**config.mk**
```make
export PLATFORM = sky130hd
export DESIGN_NAME = pipe_perf_monitor
export DESIGN_NICKNAME = d
export VERILOG_FILES = /design/src/rtl/pipe_perf_monitor.sv
export SDC_FILE = /design/constraint.sdc
export NUM_CORES = 1
export LEC_CHECK = 0
export BUFFER_PORTS_ARGS = -buffer_cell sky130_fd_sc_hd__buf_2
export CORE_MARGIN = 2
export CORE_UTILIZATION = 44
export CTS_CLUSTER_DIAMETER = 150
export CTS_CLUSTER_SIZE = 24
export DETAILED_ROUTE_END_ITERATION = 8
export GPL_TIMING_DRIVEN = 0
export HOLD_SLACK_MARGIN = 0.06
export PLACE_DENSITY = 0.58
export SLEW_MARGIN = 20
export SYNTH_ARGS = -nofsm -noshare
export SYNTH_HDL_FRONTEND = slang
export SYNTH_SLANG_ARGS = --single-unit
```
**constraint.sdc**
```tcl
create_clock -name clk_i -period 4.2 [get_ports clk_i]
set_clock_uncertainty 0.05 [all_clocks]
set_input_delay 0.63 -clock clk_i [delete_from_list [all_inputs] [get_ports clk_i]]
set_output_delay 0.63 -clock clk_i [all_outputs]
set_load 0.02 [all_outputs]
```
**src/rtl/pipe_perf_monitor.sv**
```systemverilog
// Cycle and pipeline-event counters with a programmable cycle limit, plus a
// snapshot engine that streams frozen copies of every counter over valid/ready.
module pipe_perf_monitor #(
    parameter int NUM_EVT  = 4,
    parameter int CNT_W    = 32,
    parameter int SATURATE = 0,
    parameter int IDX_W    = $clog2(NUM_EVT + 1)
) (
    input  logic               clk_i,
    input  logic               rst_i,
    input  logic               start_i,
    input  logic               clear_i,
    input  logic [NUM_EVT-1:0] evt_i,
    input  logic [CNT_W-1:0]   limit_i,
    output logic               done_o,
    output logic [NUM_EVT:0]   ovf_o,
    input  logic               snap_req_i,
    output logic               snap_busy_o,
    output logic               rd_valid_o,
    input  logic               rd_ready_i,
    output logic [IDX_W-1:0]   rd_idx_o,
    output logic [CNT_W-1:0]   rd_data_o,
    output logic               rd_last_o
);

    localparam logic [CNT_W-1:0] ONES     = '1;
    localparam logic [CNT_W-1:0] ONE      = CNT_W'(1);
    localparam logic [IDX_W-1:0] LAST_IDX = IDX_W'(NUM_EVT);

    typedef enum logic {
        S_IDLE,
        S_SEND
    } state_t;

    // Slot 0 is the cycle counter, slot k is event k-1; same layout as ovf_o.
    logic [CNT_W-1:0] cnt_q    [NUM_EVT+1];
    logic [CNT_W-1:0] cnt_d    [NUM_EVT+1];
    logic [CNT_W-1:0] shadow_q [NUM_EVT+1];
    logic [NUM_EVT:0] ovf_q;
    logic [NUM_EVT:0] ovf_d;
    logic [NUM_EVT:0] inc;
    logic [IDX_W-1:0] idx_q;
    state_t           state_q;
    logic             done;
    logic             active;

    assign done   = (limit_i != '0) && (cnt_q[0] >= limit_i);
    assign active = start_i && !done;
    assign inc    = {evt_i, 1'b1} & {(NUM_EVT + 1){active}};

    always_comb begin
        ovf_d = ovf_q;
        for (int k = 0; k <= NUM_EVT; k++) begin
            cnt_d[k] = cnt_q[k];
            if (clear_i) begin
                cnt_d[k] = '0;
            end else if (inc[k]) begin
                if (cnt_q[k] == ONES) begin
                    ovf_d[k] = 1'b1;
                    cnt_d[k] = (SATURATE != 0) ? ONES : '0;
                end else begin
                    cnt_d[k] = cnt_q[k] + ONE;
                end
            end
        end
        if (clear_i) begin
            ovf_d = '0;
        end
    end

    always_ff @(posedge clk_i or negedge rst_i) begin
        if (!rst_i) begin
            for (int k = 0; k <= NUM_EVT; k++) begin
                cnt_q[k] <= '0;
            end
            ovf_q <= '0;
        end else begin
            for (int k = 0; k <= NUM_EVT; k++) begin
                cnt_q[k] <= cnt_d[k];
            end
            ovf_q <= ovf_d;
        end
    end

    // Readout handshake: a beat transfers on a rising edge where rd_valid_o and
    // rd_ready_i are both high; while valid is high and ready low, idx/data/last
    // are held, and valid never drops without a transfer except on reset.
    always_ff @(posedge clk_i or negedge rst_i) begin
        if (!rst_i) begin
            state_q <= S_IDLE;
            idx_q   <= '0;
            for (int k = 0; k <= NUM_EVT; k++) begin
                shadow_q[k] <= '0;
            end
        end else begin
            case (state_q)
                S_IDLE: begin
                    if (snap_req_i) begin
                        for (int k = 0; k <= NUM_EVT; k++) begin
                            shadow_q[k] <= cnt_q[k];
                        end
                        idx_q   <= '0;
                        state_q <= S_SEND;
                    end
                end
                S_SEND: begin
                    if (rd_ready_i) begin
                        if (idx_q == LAST_IDX) begin
                            idx_q   <= '0;
                            state_q <= S_IDLE;
                        end else begin
                            idx_q <= idx_q + IDX_W'(1);
                        end
                    end
                end
                default: state_q <= S_IDLE;
            endcase
        end
    end

    assign done_o      = done;
    assign ovf_o       = ovf_q;
    assign snap_busy_o = (state_q == S_SEND);
    assign rd_valid_o  = (state_q == S_SEND);
    assign rd_idx_o    = idx_q;
    assign rd_data_o   = shadow_q[idx_q];
    assign rd_last_o   = rd_valid_o && (idx_q == LAST_IDX);

endmodule

```
Yosys cells after proc, flatten, opt, wreduce, memory -nomap -nowiden:

Index checks and enable logic that the tools add are counted.

* register bits: 329

* equality and inequality tests: 8
* bitwise gates (word level): 3
* reductions and logical operators: 22
* $lt $le $gt $ge: 2
* add/sub/neg operators: 6
* mux-type cells: 37

Operator list (number)
* 32-bit two-way mux: 17
* 32-bit by 1-bit adder with 32-bit output, second input constant: 5
* 32-bit equality test, second input constant: 5
* 32-bit binary-select mux with 3-bit select: 1
* 32-bit greater-or-equal comparator: 1
* 32-bit nonzero test: 1
* 2-bit nonzero test: 10
* 2-bit AND reduction: 7
* 1-bit two-way mux: 13
* 3-bit two-way mux: 3
* 3-bit one-hot mux with 2 select lines: 1
* 5-bit bitwise AND: 1
* 5-bit two-way mux: 1
* 4-bit greater-or-equal comparator, second input constant: 1
* 2-bit != test, second input constant: 2
* 3-bit inverter with 4-bit output: 1
* 3-bit by 1-bit adder with 3-bit output, second input constant: 1
* 3-bit equality test, second input constant: 1
* 1-bit logical AND: 3
* 1-bit one-hot mux with 2 select lines: 1
* 1-bit logical NOT: 1
* 1-bit inverter: 1

Depth between registers and ports, before layout:

* word-level depth: 7
* depth in mapped cells: 11
* depth with buffers taken out: 9

Worst setup path after synthesis:

No wires, ideal clock.

* path kind: input -> output
* start: input port limit_i[27]
* end: output port done_o
* data arrival time: 2.236 ns
* path slack: 1.284 ns
* stages: 6
* path buffers: 0
* path through: inv_1 ha_1 nand4_1 or4_4 a211o_4 nand2_1

* word-level cells in the longest chain between the ends: 2
* elaborated cells between the ends (all ways): 3
* those cells by class: order compare (1); reduce/logical (2)

Ends and longest elaborated chain
* start, declared: line 14 `input logic [CNT_W-1:0] limit_i,`
* 32-bit greater-or-equal comparator or 32-bit nonzero test (tied branches): line 47 `assign done = (limit_i != '0) && (cnt_q[0] >= limit_i);`
* 1-bit logical AND *: line 47
* end, declared: line 15 `output logic done_o,`

Every way passes the cells marked *; elsewhere a longest branch is shown, timed or not.

Worst setup path after layout:

* start: register idx_q[2] (netlist: rd_idx_o[2])
* end: output port rd_data_o[26]

* word-level cells in the longest chain between the ends: 4

Ends and longest elaborated chain
* start, declared: line 42 `logic [IDX_W-1:0] idx_q;`
* start signal, assigned: line 112 `idx_q <= idx_q + IDX_W'(1);`
* 3-bit inverter with 4-bit output (not written as such): line 126 `assign rd_data_o = shadow_q[idx_q];`
* 32-bit binary-select mux with 3-bit select: line 126
* 32-bit two-way mux (not written as such) (2 in series): line 126
* end, declared: line 22 `output logic [CNT_W-1:0] rd_data_o,`

Every way passes these cells. The select of a mux whose other input is x is not followed.

==> run metrics <==
share of cells above drive strength 1=17.0%; sequential share of the synthesized area=46.2%; hold slack=0.0182 ns; Hold Fails Final Rpt=0; crit path kind=reg -> out; TritonCTS Sinks=329; global route overflow=0; First-pass DRT Iterations=6; Root Driver=clkbuf_16; Antenna Nets Post-Route=0; drt total wl=55700 um; Worst Setup Start Kind=register; Buffers on Ports=85; Hold Buf Count CTS=0; net count after synthesis=1873; worst path required time=3.52 ns; Clock Latency Late Sink=0.53 ns; DRT iter0 DRCs=1213; Layout Nets=1980; LEAKAGE=8.78 nW; Reg2Reg Depth=10; GPL Wtd Cong=1.00; Slowest cell on crit path=clkbuf_1; RSZ-0062 raised after global routing=no; total track usage=26.9%; CTS tree=built; number of cells on the critical path=8; crit-path most repeated cell=clkbuf_1; initial antenna violation count=0; Setup-failing EPs final=0; dpl ws=0.224 ns; I/O pin count=86; Core Region=39800 um2; die width=205 um; Unique masters post-synth=81; Fmax=248 MHz; worst-margin pin slew=1.01 ns; CP cell instances=clkbuf_1, clkbuf_1, buf_1, mux2i_1, nor2_1, a21oi_1, o22ai_1, buf_2; initial core utilization=44.7%; register-to-register setup slack=0.52 ns; Clock transition at path regs=0.10 ns; Synth Register Bits=329; worst setup margin=0.164 ns; RR Startpoint=cnt_q[149]$_DFFE_PN0P_; largest net degree at the start of global routing=94; worst r2r dst=cnt_q[90]$_DFFE_PN0P_; number of global-route vias before repair=14.2k; fraction of registers with async set/reset=100%; Die ar.=42100 um2; CP arrival=3.36 ns; clock buffer depth=3; Die H=205 um; first-pass GRT wire length=86100 um; power density cells=351 nW/um2; vias per cell=6.10; Main synth FF type=dfrtp_1; top-area cell type share of the netlist area=46.2%; cts bufs inserted=17; Buf/Inv on CP=4; Layout area overhead=9.07%; residual DRC count=0; Syn. warnings=0; Post-synth EDFFs=0; Peak VDD IR=267 uV; post-detail-place hpwl=41800 um; run status=completed; minimum clock period=4.04 ns; CP delay by family, top=buffers and inverters; leading cell types by total area after synthesis=dfrtp_1 46%, mux2_2 8.9%, mux2i_1 4.5%, nand2_1 3.3%, nand3_1 2.9%; num rows=73; postcts setup bufs=0; Tot Pwr=6.81 mW; hold crit path type=in -> async; Syn Area/Cell=9.93 um2; element type at the critical path end=output pin; post-cts resize count=0; WL per Instance=23.0 um; cell taking the most area after synthesis=dfrtp_1; Max H-tree Level=1; Syn Std Cell Area=17800 um2; max cap viols=0; Post-Syn Instances=1792; Max-slew headroom=32.8%; Via Count=14.8k; crit path max fanout=10; Final period util=96.1%; final slew viol count=0; Crit path largest cell delay=0.59 ns
-- sequential cells by signal (all words and copies together), names as in the netlist --
register,count
rd_idx_o,3
shadow_q,160
ovf_o,5
cnt_q,160
rd_valid_o,1
-- per-layer routing --
| metal | part of all wire, % | global-route usage, % | vias up |
|---|---|---|---|
| met2 | 46 | 42.8 | 447 |
| met5 | 0 | 0 | - |
| met1 | 45 | 38.0 | 7458 |
| met3 | 6.7 | 5.23 | 64 |
| met4 | 2.4 | 6.12 | 0 |
| li1 | - | - | 6812 |
-- power breakdown --
group | internal (mW) | switching [mW]
clock network | 0.737 | 1.06
logic | 0.498 | 1.03
registers | 3.33 | 0.149
total | 4.57 | 2.24
-- cell families after synthesis --
kind of cell | Yosys count | synth area share, %
simple gates | 629 | 18.6
compound gates | 379 | 13.9
flops | 329 | 46.2
mux | 222 | 13.5
buf+inv | 176 | 4.13
fa+ha+maj | 39 | 2.74
xor+xnor | 18 | 0.886
-- cells in the final DEF, fill, tap and decap left out, types with 23 or more instances in the layout --
cell type / instances
a21oi_1: 102
a31oi_1: 43
and3_1: 37
buf_2: 114
clkbuf_1: 66
dfrtp_1: 329
ha_1: 39
inv_1: 66
mux2_2: 141
mux2i_1: 80
nand2_1: 155
nand3_1: 103
nand4_1: 51
nor2_1: 119
nor3_1: 23
nor4_1: 30
o21ai_0: 79
o22ai_1: 35
-- worst max path at each step --
stage,from,to,slack [ns]
5_1_grt,rd_idx_o[2]$_DFFE_PN0P_,rd_data_o[26],0.03
3_5_place_dp,limit_i[21],cnt_q[90]$_DFFE_PN0P_,0.22
4_1_cts,rd_idx_o[2]$_DFFE_PN0P_,rd_data_o[26],0.31
6_report,rd_idx_o[2]$_DFFE_PN0P_,rd_data_o[26],0.16
2_1_floorplan,limit_i[27],done_o,1.28
3_3_place_gp,rst_i,cnt_q[21]$_DFFE_PN0P_,-4.23
-- Yosys cell counts, types with 9 or more instances --
| cell type | number |
|---|---|
| or3_1 | 19 |
| dfrtp_1 | 329 |
| buf_2 | 30 |
| o22ai_1 | 35 |
| ha_1 | 39 |
| o21ai_0 | 79 |
| o211a_1 | 10 |
| nor2_1 | 119 |
| mux2i_1 | 80 |
| a22o_1 | 9 |
| o211ai_1 | 15 |
| clkbuf_1 | 66 |
| nor3_1 | 23 |
| and2_1 | 10 |
| o31ai_1 | 19 |
| nor4_1 | 30 |
| nand4_1 | 51 |
| xnor2_1 | 17 |
| nand2_1 | 155 |
| nand3_1 | 103 |
| a31oi_1 | 43 |
| or4_1 | 21 |
| a21oi_1 | 102 |
| and3_1 | 37 |
| mux2_2 | 141 |
| and4_1 | 12 |
| inv_1 | 66 |
-- stage by stage --
stage	utilization [%]	instances	cell area, um2	setup TNS [ns]
finish	48.8	2425	19400	0
global route	48.7	2423	19400	0
CTS	48.7	2423	19400	0
detailed placement	47.7	2405	19000	0
global placement	47.4	2402	18900	-1377.16
floorplan	-	1792	17800	0
-- final cells by class --
class / instances / area (um2)
Clock inverter: 1 / 8.76
Antenna cell: 2 / 5.00
Sequential cell: 329 / 8230
Tap cell: 525 / 657
Timing Repair Buffer: 88 / 518
Multi-Input combinational cell: 1287 / 8830
Inverter: 66 / 248
Buffer: 110 / 488
Clock buffer: 17 / 425
Fill cell: 3860 / 20400
No activity file was read; power rests on OpenSTA's default activity.
